$ cat src/rtl/audio_pkg.sv
// Shared audio definitions: default word width, channel encoding and receiver states.
package audio_pkg;

  localparam int unsigned default_sample_width = 16;

  typedef enum logic {
    LEFT  = 1'b0,
    RIGHT = 1'b1
  } channel_e;

  typedef enum logic {
    WAIT_FRAME = 1'b0,
    RECEIVE    = 1'b1
  } rx_state_e;

endpackage

$ cat src/rtl/sync_edge_detect.sv
// Multi-stage synchronizer for one asynchronous input, with a one-cycle rising-edge strobe.
module sync_edge_detect #(
  parameter int unsigned stages = 2
) (
  input  logic clk,
  input  logic reset,
  input  logic async_in,
  output logic level,
  output logic rise
);

  logic [stages-1:0] sync_q;
  logic              level_d;

  // NOTE: sequential state uses <= so every stage samples the pre-edge value of its neighbour.
  always_ff @(posedge clk or negedge reset) begin
    if (!reset) begin
      sync_q  <= '0;
      level_d <= 1'b0;
    end else begin
      sync_q[0] <= async_in;
      for (int i = 1; i < int'(stages); i++) begin
        sync_q[i] <= sync_q[i-1];
      end
      level_d <= sync_q[stages-1];
    end
  end

  assign level = sync_q[stages-1];
  assign rise  = level & ~level_d;

endmodule

$ cat src/rtl/i2s_receiver.sv
// I2S receiver: oversamples bclk, deserialises left/right words and offers each on a valid/ready stream.
module i2s_receiver
  import audio_pkg::*;
#(
  parameter int unsigned sample_width = default_sample_width,
  parameter int unsigned sync_stages  = 2
) (
  input  logic                    clk,
  input  logic                    reset,
  input  logic                    i_bclk,
  input  logic                    i_lrclk,
  input  logic                    i_data,
  output logic                    o_left_valid,
  input  logic                    o_left_ready,
  output logic [sample_width-1:0] o_left_value,
  output logic                    o_right_valid,
  input  logic                    o_right_ready,
  output logic [sample_width-1:0] o_right_value,
  output logic                    o_overrun
);

  localparam int unsigned count_width = $clog2(sample_width + 1);
  localparam logic [count_width-1:0]  full_count = count_width'(sample_width);
  localparam logic [sample_width-1:0] msb_one    = {1'b1, {(sample_width-1){1'b0}}};

  logic bclk_rise, lrclk_level, data_level;
  logic unused_bclk_level, unused_lrclk_rise, unused_data_rise;

  sync_edge_detect #(.stages(sync_stages)) u_sync_bclk (
    .clk(clk), .reset(reset), .async_in(i_bclk),
    .level(unused_bclk_level), .rise(bclk_rise)
  );

  sync_edge_detect #(.stages(sync_stages)) u_sync_lrclk (
    .clk(clk), .reset(reset), .async_in(i_lrclk),
    .level(lrclk_level), .rise(unused_lrclk_rise)
  );

  sync_edge_detect #(.stages(sync_stages)) u_sync_data (
    .clk(clk), .reset(reset), .async_in(i_data),
    .level(data_level), .rise(unused_data_rise)
  );

  rx_state_e                state;
  channel_e                 prev_ch;
  channel_e                 lr_ch;
  logic                     have_prev;
  logic [sample_width-1:0]  word;
  logic [count_width-1:0]   bit_count;
  logic [sample_width-1:0]  word_appended;
  logic [count_width-1:0]   count_appended;
  logic                     lr_changed;
  logic                     commit;
  logic [1:0]               commit_vec;
  logic [1:0]               ready_vec;

  assign lr_ch      = channel_e'(lrclk_level);
  assign lr_changed = have_prev && (lr_ch != prev_ch);
  assign commit     = bclk_rise && (state == RECEIVE) && lr_changed;
  assign ready_vec  = {o_right_ready, o_left_ready};

  // Bits land MSB-first at their final position, so a short word is already left-justified.
  // NOTE: every always_comb output gets a default first, otherwise a latch is inferred.
  always_comb begin
    word_appended  = word;
    count_appended = bit_count;
    commit_vec     = '0;
    if (bit_count < full_count) begin
      word_appended  = word | (data_level ? (msb_one >> bit_count) : '0);
      count_appended = bit_count + 1'b1;
    end
    if (commit) begin
      commit_vec[prev_ch] = 1'b1;
    end
  end

  // The first strobe after reset only records lrclk, so a word already in flight is never framed.
  always_ff @(posedge clk or negedge reset) begin
    if (!reset) begin
      state     <= WAIT_FRAME;
      prev_ch   <= LEFT;
      have_prev <= 1'b0;
      word      <= '0;
      bit_count <= '0;
    end else if (bclk_rise) begin
      prev_ch   <= lr_ch;
      have_prev <= 1'b1;
      case (state)
        WAIT_FRAME: begin
          if (lr_changed) begin
            state     <= RECEIVE;
            word      <= '0;
            bit_count <= '0;
          end
        end
        RECEIVE: begin
          if (lr_changed) begin
            word      <= '0;
            bit_count <= '0;
          end else begin
            word      <= word_appended;
            bit_count <= count_appended;
          end
        end
        default: state <= WAIT_FRAME;
      endcase
    end
  end

  logic [1:0]              valid_q;
  logic [sample_width-1:0] value_q [2];

  // Per-channel holding register; a commit into a full, stalled register is dropped.
  // NOTE: the value registers are reset too, because the outputs must read 0 after reset.
  always_ff @(posedge clk or negedge reset) begin
    if (!reset) begin
      valid_q   <= '0;
      value_q[0] <= '0;
      value_q[1] <= '0;
      o_overrun <= 1'b0;
    end else begin
      o_overrun <= 1'b0;
      for (int ch = 0; ch < 2; ch++) begin
        if (commit_vec[ch]) begin
          if (!valid_q[ch] || ready_vec[ch]) begin
            value_q[ch] <= word_appended;
            valid_q[ch] <= 1'b1;
          end else begin
            o_overrun <= 1'b1;
          end
        end else if (valid_q[ch] && ready_vec[ch]) begin
          valid_q[ch] <= 1'b0;
        end
      end
    end
  end

  assign o_left_valid  = valid_q[int'(LEFT)];
  assign o_left_value  = value_q[int'(LEFT)];
  assign o_right_valid = valid_q[int'(RIGHT)];
  assign o_right_value = value_q[int'(RIGHT)];

endmodule

$ cat config.mk
export PLATFORM = sky130hd
export DESIGN_NAME = i2s_receiver
export DESIGN_NICKNAME = d
export VERILOG_FILES = /design/src/rtl/audio_pkg.sv /design/src/rtl/sync_edge_detect.sv /design/src/rtl/i2s_receiver.sv
export SDC_FILE = /design/constraint.sdc
export NUM_CORES = 1
export LEC_CHECK = 0
export ABC_CLOCK_PERIOD_IN_PS = 5500
export CAP_MARGIN = 15
export CORE_MARGIN = 3
export CORE_UTILIZATION = 50
export DETAILED_ROUTE_END_ITERATION = 7
export PLACE_DENSITY = 0.75
export SYNTH_ARGS = -nofsm -noshare
export SYNTH_HDL_FRONTEND = slang
export SYNTH_SLANG_ARGS = --single-unit
$ cat constraint.sdc
create_clock -name clk -period 5.5 [get_ports clk]
set_clock_uncertainty 0.2 [all_clocks]
set_input_delay 1.65 -clock clk [delete_from_list [all_inputs] [get_ports clk]]
set_output_delay 1.65 -clock clk [all_outputs]
set_load 0.005 [all_outputs]
==> impl_metrics.csv, run 1 <==
group,metric,value,unit
run_status,status,"complete, no violations",
worst_setup_path,critPathKind,"reg2out",
clock_tree,post_cts_buffers,0,
final_layout,nNetsFinal,291,
route,wl,5041,um
clock_tree,cts_sinks,66,
grt,track_usage,18.14,%
hold_path,hold_path.class,"reg2reg",
worst_setup_path,cp-start-kind,"flop",
sta,setup_ws,2.449,ns
sta,rsz0062_at_grt,"no",
power,switching_share,28.64,%
logic_synthesis,ys_seq_area_share,63.86,%
grt,grt_pass1_wl,8673,um
route,wl_per_cell,14.44,um
place,gp_congestion,0.8219,
die,die-area,6072,um2
sta,finalSetupTns,0,ns
power,sequentialPowerShare,46.0,%
power,p_comb_share,29.9,%
clock_tree,insertion_delay,0.33,ns
sta,finalHoldViolCount,0,
sta,setup_viol,0,
route,vias,1880,
logic_synthesis,synth_area,2586,um2
logic_synthesis,async_flop_share,100.0,%
logic_synthesis,ys_warn_count,0,
sta,fin_crit_sh,55.48,%
clock_tree,cts_buffers,9,
logic_synthesis,synth_edf_count,0,
clock_tree,htreeDepth,3,
sta,period_needed,3.051,ns
logic_synthesis,ys_top_cells_by_area,"dfrtp_1 (64%), a21oi_1 (7.5%), nor2_1 (6.4%)",
logic_synthesis,yosysMostFrequentCell,"dfrtp_1",
logic_synthesis,ys_ff_latch,66,
power,power_frac_clock,24.0,%
clock_tree,cts_tree,"built",
grt,grt_pass1_vias,1824,
place,dp_worst_setup_slack,2.152,ns
route,drtPass1Iterations,4,
power,p_per_area,447.9,nW/um2
worst_setup_path,path_max_fanout,2,
worst_setup_path,worstPathArrival,1.20,ns
grt,grt_max_degree,43,
place,hpwlAfterDp,3370,um
logic_synthesis,synth_fp_nets,245,
die,ioPinCount,42,
logic_synthesis,synth_flop_cell,"dfrtp_1",
worst_setup_path,worstPathCellList,"clkdlybuf4s50_1",
route,drt.antenna.violating_nets,0,
flow_run,max_cap_violations,0,
power,p_leak,1.436,nW
place,portBuffers,41,
route,drt_iter0_drc,157,
sta,fmax,0.3277,GHz
final_layout,drive_gt1_share,9.929,%
sta,worstMarginPinSlew,0.9225,ns
die,rows,25,
power,fin_total_pwr,1.458,mW
route,drc_errors,0,
worst_setup_path,worst-path-buf-inv,1,
power,p_sw,0.4174,mW
worst_setup_path,critPathMaxStageDelay,0.50,ns
route,via_per_inst,5.387,
logic_synthesis,synth_common_cells,"dfrtp_1 (66), nor2_1 (44), a21oi_1 (39)",
logic_synthesis,avgSynthCellArea,11.15,um2
clock_tree,ctsResizeCount,0,
die,dieWidth,77.92,um
logic_synthesis,syn_inst,232,
power,internal_power,1.040,mW
sta,finalMaxSlewViolations,0,
clock_tree,hold_buffers,0,
worst_setup_path,critPathRequiredTime,3.65,ns
final_layout,diodes,0,
worst_setup_path,worst_path_max_delay_cell,"clkdlybuf4s50_1",
sta,relSlewSlack,38.50,%
die,core,4848,um2
logic_synthesis,synth_top_cell_by_area,"dfrtp_1",
die,dieHeight,77.92,um
final_layout,syn_to_final_growth,25.83,%
worst_setup_path,critical-path-top-delay-family,"buffers and inverters",
grt,overflow,0,
die,initial_core_util,53.34,%
clock_tree,cts_buffer_depth,2,
clock_tree,clk_pin_slew,0.06,ns
clock_tree,cts_root_buf,"clkbuf_8",
grt,antenna_found_initial,0,
logic_synthesis,yosysUniqueCellTypes,34,
power,irDropWorstVdd,0.0002306,V
logic_synthesis,synth_top_cell_area_share,63.86,%
worst_setup_path,crit_path_end_kind,"output port",
-- registers in the layout (all words and copies together) (netlist names) --
name / count
u_sync_bclk.sync_q: 2
o_overrun: 1
o_right_value: 16
state: 1
bit_count: 5
u_sync_lrclk.sync_q: 2
have_prev: 1
o_left_value: 16
u_sync_data.sync_q: 2
word: 16
u_sync_bclk.level_d: 1
prev_ch: 1
valid_q: 2
-- stage by stage --
step	util, %	cells	area [um2]	hold WS [ns]
after floorplan	-	232	2586	0.1312
after global placement	63.61	334	3084	0.1331
after detailed placement	63.61	334	3084	0.1365
after CTS	67.12	349	3254	0.1504
after global routing	67.12	349	3254	0.1606
final	67.12	349	3254	0.1476
-- area by class of cell --
cell class	instances	area [um2]
Multi-Input combinational cell	150	894.6
Fill cell	375	1594
Clock inverter	3	15.01
Inverter	7	26.28
Sequential cell	66	1652
Clock buffer	12	155.1
Tap cell	67	83.83
Timing Repair Buffer	44	427.9
-- routing by layer --
layer	wire length [um]	track usage (%)
met5	0	0
met4	88	8.042
met3	244	4.524
met2	2262	26.80
met1	2445	25.45
-- cells in the final DEF (no fill, tap or decap), types with 2 or more instances in the layout --
master and instances:
dfrtp_1 66, nor2_1 44, clkdlybuf4s50_1 40, a21oi_1 39
o2bb2ai_1 11, clkbuf_8 11, a31oi_1 10, nand2_1 7
nor3_1 6, ha_1 6, inv_2 4, nand2b_1 4
inv_1 3, clkinv_2 3, buf_4 3, nor3b_1 2
o21ai_1 2
-- cell families after synthesis --
family,Yosys count,synth area share (%)
AO/OA/AOI/OAI,67,15.63
XOR/XNOR,1,0.3387
adder cells (fa/ha/maj),6,2.903
buffers and inverters,16,2.467
flip-flops,66,63.86
multiplexers,1,0.4354
AND/OR/NAND/NOR,75,14.37
-- power by group through the flow --
stage	clock (mW)	sequential, mW	combinational, mW
floorplan	0	0.683	0.173
global placement	0	0.679	0.429
detailed placement	0	0.680	0.438
CTS	0.360	0.672	0.443
global route	0.380	0.689	0.488
finish	0.350	0.671	0.436
-- worst paths after layout --
kind	startpoint	to	slack [ns]	cells past startpoint
min	u_sync_bclk.sync_q[0]$_DFF_PN0_	u_sync_bclk.sync_q[1]$_DFF_PN0_	0.15	0
max reg2reg	u_sync_bclk.level_d$_DFF_PN0_	word[4]$_DFFE_PN0P_	3.48	4
min in group asynchronous	reset	prev_ch$_DFFE_PN0N_	1.26	1
min reg2reg	u_sync_bclk.sync_q[0]$_DFF_PN0_	u_sync_bclk.sync_q[1]$_DFF_PN0_	0.15	0
max in group asynchronous	reset	bit_count[0]$_DFFE_PN0P_	2.97	2
max	o_left_value[1]$_DFFE_PN0P_	o_left_value[1]	2.45	1
Note: power is estimated with default switching activity, not from simulation.
==> run 2, diff against run 1 <==
Settings changed: ABC_CLOCK_PERIOD_IN_PS 5500 to 3100.
Clock period 5.5 ns to 3.1 ns, I/O delays scaled along.
==> run 2 against run 1 <==
Compared with the run above:
- largest cell class unchanged
- hold slack got worse by 0.0013 ns
- critical path depth is the same
- clock power increased by 130%
- sequential power is 77% higher
- sequential share of layout area shrank 1.1 points
- total power rose by 90%
- largest power group unchanged
- final area up 2.1%
- die area stayed put
- first-iteration DRC count is 12% lower
- register-to-register slack got worse by 2.4 ns
==> impl_metrics.csv, run 2 (synthesis gave the netlist of run 1 again) <==
group,metric,value,unit
final_layout,nNetsFinal,292,
worst_setup_path,worstPathCellList,"clkdlybuf4s50_1",
grt,antenna_found_initial,0,
grt,met2_usage,30.65,%
route,wl,5350,um
sta,worstMarginPinSlew,0.7161,ns
final_layout,syn_to_final_growth,28.50,%
hold_path,hold_path.class,"reg2reg",
worst_setup_path,crit_cells,1,
clock_tree,cts_root_buf,"clkbuf_8",
place,gp_congestion,0.8149,
final_layout,post-route-cell-area,3323,um2
sta,finalSetupTns,0,ns
final_layout,drive_gt1_share,10.56,%
worst_setup_path,critPathRequiredTime,1.97,ns
final_layout,final_common_cell,"dfrtp_1",
clock_tree,cts_buffers,9,
worst_setup_path,worst-path-buf-inv,1,
worst_setup_path,regToRegStartpoint,"u_sync_lrclk.sync_q[1]$_DFF_PN0_",
grt,grtUsageMet3,4.640,%
clock_tree,post_cts_buffers,0,
worst_setup_path,worstPathArrival,1.20,ns
power,p_leak,1.463,nW
grt,track_usage,19.94,%
grt,top_usage_layer,"met2",
route,wl_per_cell,15.24,um
clock_tree,cts_tree,"built",
final_layout,diodes,0,
hold_path,worst_hold_path.num_cells,0,
worst_setup_path,timing.rr.end,"word[5]$_DFFE_PN0P_",
worst_setup_path,reg2regPathDepth,5,
worst_setup_path,r2r_slack,1.05,ns
route,via_per_inst,5.419,
die,core,4848,um2
die,initial_core_util,53.34,%
worst_setup_path,worst_path_max_delay_cell,"clkdlybuf4s50_1",
worst_setup_path,critPathMaxStageDelay,0.51,ns
final_layout,finish.utilization,68.54,%
sta,rsz0062_at_grt,"no",
sta,finalHoldViolCount,0,
route,drtPass1Iterations,4,
hold_path,whs_endpoint,"u_sync_lrclk.sync_q[1]$_DFF_PN0_",
sta,fin_crit_sh,75.17,%
flow_run,max_cap_violations,0,
place,hpwlAfterDp,3723,um
clock_tree,insertion_delay,0.33,ns
clock_tree,ctsResizeCount,0,
route,drt_iter0_drc,138,
sta,finalMaxSlewViolations,0,
worst_setup_path,crit_path_end_kind,"output port",
sta,relSlewSlack,52.08,%
worst_setup_path,path_max_fanout,2,
worst_setup_path,cp-start-kind,"flop",
die,dieHeight,77.92,um
grt,grt_pass1_vias,1925,
route,drt.antenna.violating_nets,0,
clock_tree,htreeDepth,3,
clock_tree,cts_sinks,66,
place,place_area,3104,um2
grt,grt_pass1_wl,9446,um
worst_setup_path,critPathKind,"reg2out",
worst_setup_path,critical-path-top-delay-family,"buffers and inverters",
grt,globalRouteMet1Util,27.24,%
sta,setup_viol,0,
final_layout,fillers,383,
sta,period_needed,2.330,ns
clock_tree,cts_buffer_depth,2,
route,drc_errors,0,
grt,overflow,0,
final_layout,layout.cells.most_common_list,"dfrtp_1 (66), nor2_1 (44), clkdlybuf4s50_1 (40), a21oi_1 (39), o2bb2ai_1 (11)",
power,irDropWorstVdd,0.0005209,V
grt,grt_max_degree,42,
die,ioPinCount,42,
route,vias,1902,
power,fin_total_pwr,2.770,mW
hold_path,hold_start,"u_sync_lrclk.sync_q[0]$_DFF_PN0_",
power,p_per_area,833.5,nW/um2
sta,fmax,0.4291,GHz
die,rows,25,
clock_tree,hold_buffers,0,
die,dieWidth,77.92,um
die,die-area,6072,um2
run_status,status,"complete, no violations",
place,portBuffers,41,
clock_tree,clk_pin_slew,0.07,ns
[run 2: worst max path at each step]
stage | slack, ns | from | to
floorplan | 0.93 | o_left_ready | o_left_value[10]$_DFFE_PN0P_
global placement | 0.52 | o_left_ready | o_left_value[12]$_DFFE_PN0P_
detailed placement | 0.47 | o_left_ready | o_left_value[3]$_DFFE_PN0P_
CTS | 0.74 | o_left_value[10]$_DFFE_PN0P_ | o_left_value[10]
global route | 0.61 | o_left_ready | o_left_value[15]$_DFFE_PN0P_
finish | 0.77 | o_left_value[10]$_DFFE_PN0P_ | o_left_value[10]
[run 2: area by class of cell]
class	count	area, um2	share of cell area [%]
well taps	67	83.83	2.523
multi-input cells	150	894.6	26.92
repair buffers	45	447.9	13.48
clock buffers	11	141.4	4.255
inverters	7	26.28	0.7907
clock inverters	5	77.57	2.334
flip-flops and latches	66	1652	49.70
[run 2: metrics by stage]
step	setup WS (ns)	std cells	hold WS, ns
final	0.7697	351	0.1462
after CTS	0.7404	351	0.1494
after floorplan	0.9321	232	0.1312
after detailed placement	0.4694	335	0.1356
after global routing	0.6145	351	0.1668
after global placement	0.5214	335	0.1327
[run 2: per-layer routing]
layer / routed length (um) / part of all wire [%]
met5: 0 / 0
met2: 2624 / 49
met1: 2390 / 45
met3: 252 / 4.7
met4: 84 / 1.6
[run 2: power by group]
part / total [mW] / switching (mW) / internal (mW)
Clock: 0.790 / 0.318 / 0.472
Sequential: 1.19 / 0.125 / 1.07
Combinational: 0.788 / 0.332 / 0.456
Total: 2.77 / 0.774 / 2.00
==> run 3, diff against run 2 <==
Settings changed: ABC_CLOCK_PERIOD_IN_PS 3100 to 2300.
Clock period 3.1 ns to 2.3 ns, I/O delays scaled along.
==> run 3 against run 2 <==
Compared with the run above:
- largest cell class unchanged
- wire length shrank 4.6%
- sequential power grew 35%
- critical path depth is the same
- combinational power grew 36%
- die area is the same
==> impl_metrics.csv, run 3 (synthesis gave the netlist of run 1 again) <==
group,metric,value,unit
worst_setup_path,cp-start-kind,"flop",
worst_setup_path,critical-path-top-delay-family,"buffers and inverters",
sta,rsz0062_at_grt,"no",
worst_setup_path,crit_path_end_kind,"output port",
sta,finalSetupTns,0,ns
worst_setup_path,worstPathCellList,"clkdlybuf4s50_1",
sta,relSlewSlack,71.76,%
final_layout,final_common_cell,"dfrtp_1",
clock_tree,insertion_delay,0.33,ns
route,wl,5104,um
grt,met2_usage,27.65,%
grt,overflow,0,
grt,globalRouteMet1Util,26.41,%
power,p_leak,1.465,nW
worst_setup_path,worst_path_max_delay_cell,"clkdlybuf4s50_1",
grt,track_usage,18.84,%
sta,finalMaxSlewViolations,0,
route,drt.antenna.violating_nets,0,
place,placedCellCount,338,
route,via_per_inst,5.380,
clock_tree,ctsResizeCount,0,
grt,antenna_found_initial,0,
sta,setup_ws,0.2052,ns
grt,grt_pass1_vias,1845,
route,wl_per_cell,14.46,um
grt,grtUsageMet3,6.032,%
sta,setup_viol,0,
final_layout,syn_to_final_growth,28.45,%
die,die-area,6072,um2
clock_tree,hold_buffers,0,
route,drt_iter0_drc,147,
worst_setup_path,critPathKind,"reg2out",
die,core,4848,um2
clock_tree,cts_tree,"built",
clock_tree,post_cts_buffers,0,
worst_setup_path,worstPathArrival,1.20,ns
die,dieWidth,77.92,um
clock_tree,htreeDepth,3,
clock_tree,cts_root_buf,"clkbuf_8",
clock_tree,cts_buffers,9,
route,drtPass1Iterations,4,
worst_setup_path,path_max_fanout,2,
flow_run,max_cap_violations,0,
grt,grt_max_degree,67,
final_layout,drive_gt1_share,11.19,%
final_layout,nNetsFinal,295,
place,dp_worst_setup_slack,-0.01066,ns
grt,top_usage_layer,"met2",
place,hpwlAfterDp,3460,um
hold_path,hold_path.class,"reg2reg",
final_layout,finish.utilization,68.52,%
worst_setup_path,critPathMaxStageDelay,0.51,ns
place,gp_congestion,0.8436,
power,fin_total_pwr,3.515,mW
grt,grt_pass1_wl,8887,um
die,rows,25,
final_layout,diodes,0,
sta,period_needed,2.095,ns
sta,fmax,0.4774,GHz
worst_setup_path,worst-path-buf-inv,1,
power,p_per_area,1058,nW/um2
final_layout,layout.cells.most_common_list,"dfrtp_1 (66), nor2_1 (44), clkdlybuf4s50_1 (40), a21oi_1 (39)",
sta,fin_crit_sh,91.08,%
route,drc_errors,0,
sta,finalHoldViolCount,0,
clock_tree,cts_sinks,66,
clock_tree,cts_buffer_depth,2,
sta,worstMarginPinSlew,0.4235,ns
worst_setup_path,critPathRequiredTime,1.41,ns
final_layout,instances_no_fill,353,
die,ioPinCount,42,
clock_tree,clk_pin_slew,0.06,ns
run_status,status,"complete, no violations",
place,portBuffers,41,
power,irDropWorstVdd,0.0006462,V
route,vias,1899,
die,dieHeight,77.92,um
die,initial_core_util,53.34,%
[run 3: cell type report]
cell class / count / area (um2)
clock inverters: 3 / 15.01
clock buffers: 12 / 155.1
well taps: 67 / 83.83
inverters: 7 / 26.28
fillers: 376 / 1526
repair buffers: 48 / 495.5
flip-flops and latches: 66 / 1652
multi-input cells: 150 / 894.6
[run 3: through the flow]
step,hold WS (ns),area (um2)
after floorplan,0.1312,2586
after global placement,0.1325,3152
after detailed placement,0.1355,3152
after CTS,0.1443,3322
after global routing,0.1579,3322
final,0.1455,3322
[run 3: routing by layer]
metal,vias to the layer above,routed length [um]
met1,926,2352
met5,-,0
met2,49,2430
met4,0,56
li1,918,-
met3,6,266
[run 3: power breakdown]
group          switching (mW)  internal (mW)  leakage, nW  total (mW)
Combinational           0.439          0.626        0.559        1.07
Clock                   0.404          0.439       0.0920       0.842
Sequential              0.169           1.44        0.814        1.61
Total                    1.01           2.50         1.47        3.52
[run 3: path summary, 6_finish.rpt]
check / slack, ns / depth (start not counted) / end / from
setup / recovery: 0.21 / 1 / o_left_value[10] / o_left_value[10]$_DFFE_PN0P_
hold / removal: 0.15 / 0 / u_sync_lrclk.sync_q[1]$_DFF_PN0_ / u_sync_lrclk.sync_q[0]$_DFF_PN0_
setup reg to reg: 0.37 / 4 / bit_count[3]$_DFFE_PN0P_ / bit_count[4]$_DFFE_PN0P_
hold reg to reg: 0.15 / 0 / u_sync_lrclk.sync_q[1]$_DFF_PN0_ / u_sync_lrclk.sync_q[0]$_DFF_PN0_
max in group asynchronous: 1.48 / 2 / o_right_value[6]$_DFFE_PN0P_ / reset
min in group asynchronous: 0.17 / 2 / u_sync_bclk.sync_q[1]$_DFF_PN0_ / reset
